File: config.mk
export PLATFORM = sky130hd
export DESIGN_NAME = mdio_master
export DESIGN_NICKNAME = d
export VERILOG_FILES = /design/src/rtl/mdio_master.sv
export SDC_FILE = /design/constraint.sdc
export NUM_CORES = 1
export LEC_CHECK = 0
export CORE_AREA = 2 2 87 123
export DETAILED_ROUTE_END_ITERATION = 12
export DIE_AREA = 0 0 89 125
export HOLD_SLACK_MARGIN = 0.06
export SYNTH_ARGS = -nofsm -noshare
export SYNTH_HDL_FRONTEND = slang
export SYNTH_SLANG_ARGS = --single-unit
File: constraint.sdc
create_clock -name sysclk -period 3 [get_ports sysclk]
set_input_delay 0.6 -clock sysclk [delete_from_list [all_inputs] [get_ports sysclk]]
set_output_delay 0.6 -clock sysclk [all_outputs]
set_load 0.02 [all_outputs]
File: src/rtl/mdio_master.sv
// Clause 22 MDIO management initiator: divides sysclk down to MDC and shifts
// out one 64-bit read or write frame per accepted request.
module mdio_master #(
  parameter int CLK_DIV = 20
) (
  input  logic        sysclk,
  input  logic        reset,
  input  logic        start,
  input  logic        op_read,
  input  logic [4:0]  phy_addr,
  input  logic [4:0]  reg_addr,
  input  logic [15:0] wdata,
  output logic        busy,
  output logic        done,
  output logic [15:0] rdata,
  output logic        rd_err,
  output logic        mdc,
  output logic        mdio_o,
  output logic        mdio_t,
  input  logic        mdio_i
);

  localparam int HC_W = (CLK_DIV > 2) ? $clog2(CLK_DIV) : 1;
  localparam logic [HC_W-1:0] HC_MAX = HC_W'(CLK_DIV - 1);

  typedef enum logic [2:0] {
    S_IDLE, S_PREAMBLE, S_HEADER, S_TA, S_DATA, S_DONE
  } state_t;

  state_t          state;
  logic [HC_W-1:0] hc;        // sysclk cycles within the current MDC half-period
  logic [5:0]      bc;        // bit index within the 64-bit frame
  logic            rd_q;      // latched op_read
  logic [31:0]     frame_lo;  // ST, OP, PHYAD, REGAD, TA, DATA (everything after preamble)
  logic [15:0]     shreg;     // read data being shifted in
  logic            mdio_i_p0;
  logic            mdio_i_p1;

  logic accept;
  logic tick;
  logic rise;

  assign accept = start && !busy;
  assign tick   = busy && (hc == HC_MAX);
  assign rise   = tick && !mdc;

  // Frame segment that a given bit index belongs to.
  function automatic state_t phase_of(input logic [5:0] b);
    if (b < 6'd32)      return S_PREAMBLE;
    else if (b < 6'd46) return S_HEADER;
    else if (b < 6'd48) return S_TA;
    else                return S_DATA;
  endfunction

  // Value to present on mdio_o for bit b; released bits of a read idle high.
  function automatic logic bit_value(input logic [5:0] b, input logic rd,
                                     input logic [31:0] lo);
    logic [4:0] idx;
    idx = 5'(6'd63 - b);
    if (b < 6'd32)                 return 1'b1;
    else if (rd && (b >= 6'd46))   return 1'b1;
    else                           return lo[idx];
  endfunction

  // Two-flop synchronizer for the asynchronous PHY data pin.
  always_ff @(posedge sysclk) begin
    mdio_i_p0 <= mdio_i;
    mdio_i_p1 <= mdio_i_p0;
  end

  // Request fields and read shift register; only meaningful while busy.
  always_ff @(posedge sysclk) begin
    if (accept) begin
      rd_q     <= op_read;
      frame_lo <= {2'b01, (op_read ? 2'b10 : 2'b01), phy_addr, reg_addr, 2'b10, wdata};
    end
    if (rise && (bc >= 6'd48)) begin
      shreg <= {shreg[14:0], mdio_i_p1};
    end
  end

  // Frame sequencer: MDC generation, bit stepping and registered pin outputs.
  always_ff @(posedge sysclk or posedge reset) begin
    if (reset) begin
      state  <= S_IDLE;
      hc     <= '0;
      bc     <= '0;
      busy   <= 1'b0;
      done   <= 1'b0;
      rdata  <= '0;
      rd_err <= 1'b0;
      mdc    <= 1'b0;
      mdio_o <= 1'b1;
      mdio_t <= 1'b1;
    end else begin
      done <= 1'b0;
      if (accept) begin
        state  <= S_PREAMBLE;
        hc     <= '0;
        bc     <= '0;
        busy   <= 1'b1;
        rd_err <= 1'b0;
        mdc    <= 1'b0;
        mdio_o <= 1'b1;
        mdio_t <= 1'b0;
      end else if (busy) begin
        if (tick) begin
          hc  <= '0;
          mdc <= ~mdc;
          if (!mdc) begin
            // MDC rising: the PHY's data is stable, sample it.
            if (rd_q && (bc == 6'd47)) rd_err <= mdio_i_p1;
          end else if (bc == 6'd63) begin
            state  <= S_DONE;
            busy   <= 1'b0;
            done   <= 1'b1;
            mdio_o <= 1'b1;
            mdio_t <= 1'b1;
            if (rd_q) rdata <= shreg;
          end else begin
            // MDC falling: next bit period starts, update the pin while MDC is low.
            bc     <= bc + 6'd1;
            state  <= phase_of(bc + 6'd1);
            mdio_o <= bit_value(bc + 6'd1, rd_q, frame_lo);
            mdio_t <= rd_q && ((bc + 6'd1) >= 6'd46);
          end
        end else begin
          hc <= hc + 1'b1;
        end
      end else if (state == S_DONE) begin
        state <= S_IDLE;
      end
    end
  end

endmodule
## After elaboration in Yosys (flattened, before gate mapping)

Index checks and enable logic that the tools add are counted.

| word-level totals | value |
|---|---|
| register bits | 80 |
| bits in latches | 0 |
| bits in writable memories | 0 |
| bits in read-only memories | 0 |
| bits of input ports | 31 |
| output and inout bits | 22 |
| memories kept | 0 |

| cells by class | value |
|---|---|
| add/sub/neg operators | 3 |
| multiply operators | 0 |
| div/mod/pow operators | 0 |
| $lt $le $gt $ge | 4 |
| eq/ne operators | 5 |
| shift operators | 0 |
| muxes and demuxes | 41 |
| bitwise operators | 2 |
| reductions and logical operators | 17 |

Operators by type and width:

| operator | count |
|---|---|
| 1-bit two-way mux | 31 |
| 6-bit two-way mux | 5 |
| 5-bit two-way mux | 3 |
| 6-bit equality test, second input constant | 2 |
| 6-bit >= comparator, second input constant | 2 |
| 4-bit AND reduction | 2 |
| 2-bit nonzero test | 4 |
| 6-bit by 1-bit adder with 6-bit output, second input constant | 1 |
| 1-bit logical AND | 6 |
| 5-bit by 6-bit < comparator with 1-bit output, second input constant | 1 |
| 6-bit < comparator, second input constant | 1 |
| 6-bit AND reduction | 1 |
| 5-bit by 1-bit adder with 5-bit output, second input constant | 1 |
| 1-bit binary-select mux with 5-bit select | 1 |
| 5-bit equality test, second input constant | 1 |
| 5-bit subtractor, first input constant | 1 |
| 3-bit AND reduction | 1 |
| 1-bit logical NOT | 2 |
| 2-bit two-way mux | 1 |
| 2-bit by 1-bit inequality test with 1-bit output, second input constant | 1 |
| 2-bit inequality test, second input constant | 1 |
| 1-bit inverter | 2 |
| 2-bit AND reduction | 1 |

## Depth between registers and ports, before layout

| logic depth | value |
|---|---|
| depth after elaboration | 11 |
| depth in mapped cells | 8 |
| mapped depth without buffers | 7 |

## Worst setup path before layout

No wires, ideal clock.

| timing path | value |
|---|---|
| path kind | flip-flop to flip-flop |
| start | register hc[0] |
| end | register shreg[0] (enable) |
| setup time | 0.409 ns |
| arrival | 2.097 ns |
| required time | 2.591 ns |
| setup slack | 0.494 ns |
| cell stages (with the launch flop) | 5 |
| path buffers | 0 |
| period minus slack after synthesis | 2.506 ns |
| cell sequence | dfrtp_1 > ha_1 > and4bb_2 > nand2_1 > nor3_1 |

| on the way | value |
|---|---|
| cells in the longest elaborated chain, start to end | 4 |

RTL lines:

| item | line | source |
|---|---|---|
| from (decl) | 31 | `logic [HC_W-1:0] hc;` |
| from (signal assigned) | 128 | `hc <= hc + 1'b1;` |
| 5-bit equality test | 44 | `assign tick = busy && (hc == HC_MAX);` |
| 1-bit logical AND | 44 |  |
| 1-bit logical AND | 45 | `assign rise = tick && !mdc;` |
| 1-bit logical AND | 77 | `if (rise && (bc >= 6'd48)) begin` |
| to (signal assigned) | 78 | `shreg <= {shreg[14:0], mdio_i_p1};` |
| to (decl) | 35 | `logic [15:0] shreg;` |

Every way passes these cells.
A chain may end at the register's enable or synchronous reset.

## Worst setup path after layout

| timing path | value |
|---|---|
| start | register bc[0] |
| end | register rd_err |

| on the way | value |
|---|---|
| cells in the longest elaborated chain, start to end | 4 |

RTL lines:

| item | line | source |
|---|---|---|
| from (decl) | 32 | `logic [5:0] bc;` |
| from (signal assigned) | 122 | `bc <= bc + 6'd1;` |
| 6-bit equality test | 112 | `if (rd_q && (bc == 6'd47)) rd_err <= mdio_i_p1;` |
| 1-bit logical AND | 112 |  |
| 2-bit nonzero test (no source line) | - |  |
| 4-bit AND reduction (no source line) | - |  |
| to (signal assigned) | 112 |  |
| to (decl) | 16 | `output logic rd_err,` |

Every way passes these cells.

==> summary.md <==
| Metric | Value |
|---|---|
| TritonRoute pass-1 iters | `4` |
| Area grow syn2layout | `31.6%` |
| Final worst-path cycle share | `between 70% and 80%` |
| Register area share after synthesis | `69.3%` |
| Area of the core | `10,100 um2` |
| CTS sink count | `~80` |
| Critical-path maximum fanout | `15` |
| Peak supply drop | `around 0.4 mV` |
| Slew @ Worst Pin | `approximately 600 ps` |
| Total congestion overflow | `0` |
| Gp weighted congestion | `between 0.7 and 0.8` |
| Pleak | `between 1.5 and 2 nW` |
| Final TNS setup | `0 ps` |
| Chip width | `a little under 90 um` |
| Latest clock arrival within the worst-skew pair | `330 ps` |
| Ys async rst share | `about two fifths` |
| Total of max-cap violations | `0` |
| Syn Inst Count | `~200` |
| Rows | `44` |
| Flops & latches, synth | `79` |
| Filler Cells Inserted | `951` |
| Fmax | `446 MHz` |
| Iter 0 DRT Violations | `70` |
| H-tree levels | `3` |
| Initial antenna violation count | `0` |
| WS Path Type | `register to register` |
| Syn_area_per_cell | `between 15 and 20 um2` |
| Max_slew headroom | `about 60%` |
| RSZ-0062 raised after global routing | `false` |
| Area of the mapped netlist | `about 3200 um2` |
| Share of cells above drive strength 1 | `between 10% and 20%` |
| Final hold vios | `0` |
| Min-delay worst type | `register to register` |
| Reg area | `2190 um2` |
| PD cells | `770 nW/um2` |
| Multi-input logic area | `approximately 920 um2` |
| Final Util | `slightly above 40%` |
| Global-route wire length before repair | `just under 9000 um` |
| Vias in the first global route | `around 1,800` |
| Most frequent cells after synthesis | `44 x edfxtp_1, 31 x dfrtp_1, 18 x o21ai_0` |
| Placed insts | `just under 400` |
| Total Die Area | `11,100 um2` |
| Top-count cell post-synth | `edfxtp_1` |
| Drt drc | `0` |
| Pin count of the biggest net entering global routing | `34` |
| Met2 track demand over resource | `between 15 and 20%` |
| Yosys top cell by area | `edfxtp_1` |
| Max incr delay on CP | `approximately 720 ps` |
| Initial Utilization | `between 30% and 40%` |
| Met3 GRT Util | `3.96%` |
| Post-layout minimum cycle time | `between 2000 and 2500 ps` |
| # nets final | `293` |
| CTS tree | `done` |
| CTS buffer count | `9` |
| Post-CTS Setup Inserts | `0` |
| Worst setup EP type | `register` |
| Total Wirelength | `5140 um` |
| Crit-path cells | `ha_1 -> nand3_1 -> a2111oi_0 -> mux2i_1 -> nor2_1` |
| Status | `completed` |
| Max-slew violation count | `0` |
| Layout Skew | `just over 6 ps` |
| Die H | `approximately 130 um` |
| Main flop type after synthesis | `edfxtp_1` |
| Top post-synthesis cells by area | `edfxtp_1 42%, dfrtp_1 25%, mux2_4 4.8%` |
| Hold buffer count at CTS | `0` |
| Post-synth top area share | `around two fifths` |
| Total track usage | `a little over a tenth` |
| GRT Max-Usage Layer | `met2` |
| Highest-delay cell along the critical path | `dfrtp_1` |
| Total design power | `around 3.2 mW` |
| Clock transition at path regs | `about 60 ps` |
| Grt met1 use | `between 10% and 20%` |
| DRT antenna net count | `0` |
| Req. time, crit path | `between 3000 and 4000 ps` |
| Io pins | `between 50 and 60` |
| Arr. time, crit path | `2450 ps` |
| WL/cell | `approximately 13 um` |
| Port bufs | `52` |
| Hpwl dp | `around 3500 um` |
| Yosys cell types | `41` |
| Syn nets | `about 230` |
| Yosys warning total | `0` |
| Root buffer cell | `clkbuf_16` |
| Final setup violation count | `0` |
| Count of flip-flops with a built-in enable after synthesis | `44` |
| Via count | `~1,800` |
| Non-Filler Instances | `between 400 and 500` |
| Startpoint Class | `register` |
| Vias/cell | `roughly 4.5` |
| Post-CTS Resized | `0` |
| N_diodes | `0` |
| CTS max path bufs | `2` |
worst max-delay path, delay by kind of cell, from the launching register on:
kind	cells	cell delay [ps]
adder cells (fa/ha/maj)	1	280
multiplexers	1	260
AO/OA/AOI/OAI	1	580
AND/OR/NAND/NOR	2	280
flip-flops	1	720
power breakdown:
part	total, mW	internal, mW	switching (mW)
combinational	0.748	0.399	0.349
clock	1.07	0.644	0.421
sequential	1.38	1.24	0.145
total	3.20	2.28	0.915
kinds of logic after synthesis:
group | count (synthesis) | synth area share (%)
AOI/OAI and AO/OA | 32 | 6.22
xor gates and xnor gates | 3 | 1.07
adders and majority gates | 2 | 0.792
buffers and inverters | 12 | 1.74
DFF | 79 | 69.3
muxes | 28 | 13.1
and+or+nand+nor | 42 | 7.77
registers in the layout (all words and copies together) (netlist names), 5 cells and up:
signal	cells
bc	6
frame_lo	27
hc	5
rdata	16
shreg	16
per-stage QoR:
stage | setup slack, ps | hold slack (ps) | area (um2)
floorplan | 494 | 310 | 3160
finish | 760 | 352 | 4160
CTS | 691 | 351 | 4160
detailed placement | 692 | 337 | 3860
global placement | 759 | 318 | 3860
global route | 361 | 354 | 4160
worst paths after layout:
check                                  start                    end  slack [ps]  depth (start not counted)
max                        bc[0]$_DFFE_PP0P_     rd_err$_DFFE_PP0P_         760                          5
min                        mdio_i_p0$_DFF_P_      mdio_i_p1$_DFF_P_         350                          0
max reg2reg                bc[0]$_DFFE_PP0P_     rd_err$_DFFE_PP0P_         760                          5
min reg2reg                mdio_i_p0$_DFF_P_      mdio_i_p1$_DFF_P_         350                          0
max in group asynchronous              reset     mdio_o$_DFFE_PP1P_        2000                          3
min in group asynchronous              reset  rdata[13]$_DFFE_PP0P_         670                          3
routing by layer:
layer	part of all wire [%]	vias to the layer above
met5	0	-
met2	47	45
li1	-	869
met4	2.8	0
met3	5.7	10
met1	44	886
cells in the final DEF (no fill, tap or decap), drive strengths merged, types with 3 or more instances in the layout:
master / n
nor2: 10
a22o: 3
o21ai: 18
mux4: 6
nand3: 8
clkbuf: 9
clkdlybuf4s50: 52
dfrtp: 31
mux2: 16
mux2i: 6
clkinv: 3
buf: 4
nand2b: 5
nand2: 8
inv: 8
edfxtp: 44
final cells by class:
type	instances	share of cell area, %
clock buffer	9	5.42
clock inverter	7	1.75
inverter	7	0.632
multi-input combinational	107	22.1
sequential	79	52.7
tap	138	4.16
timing repair buffer	56	13.2
(Power assumes the default switching activity.)
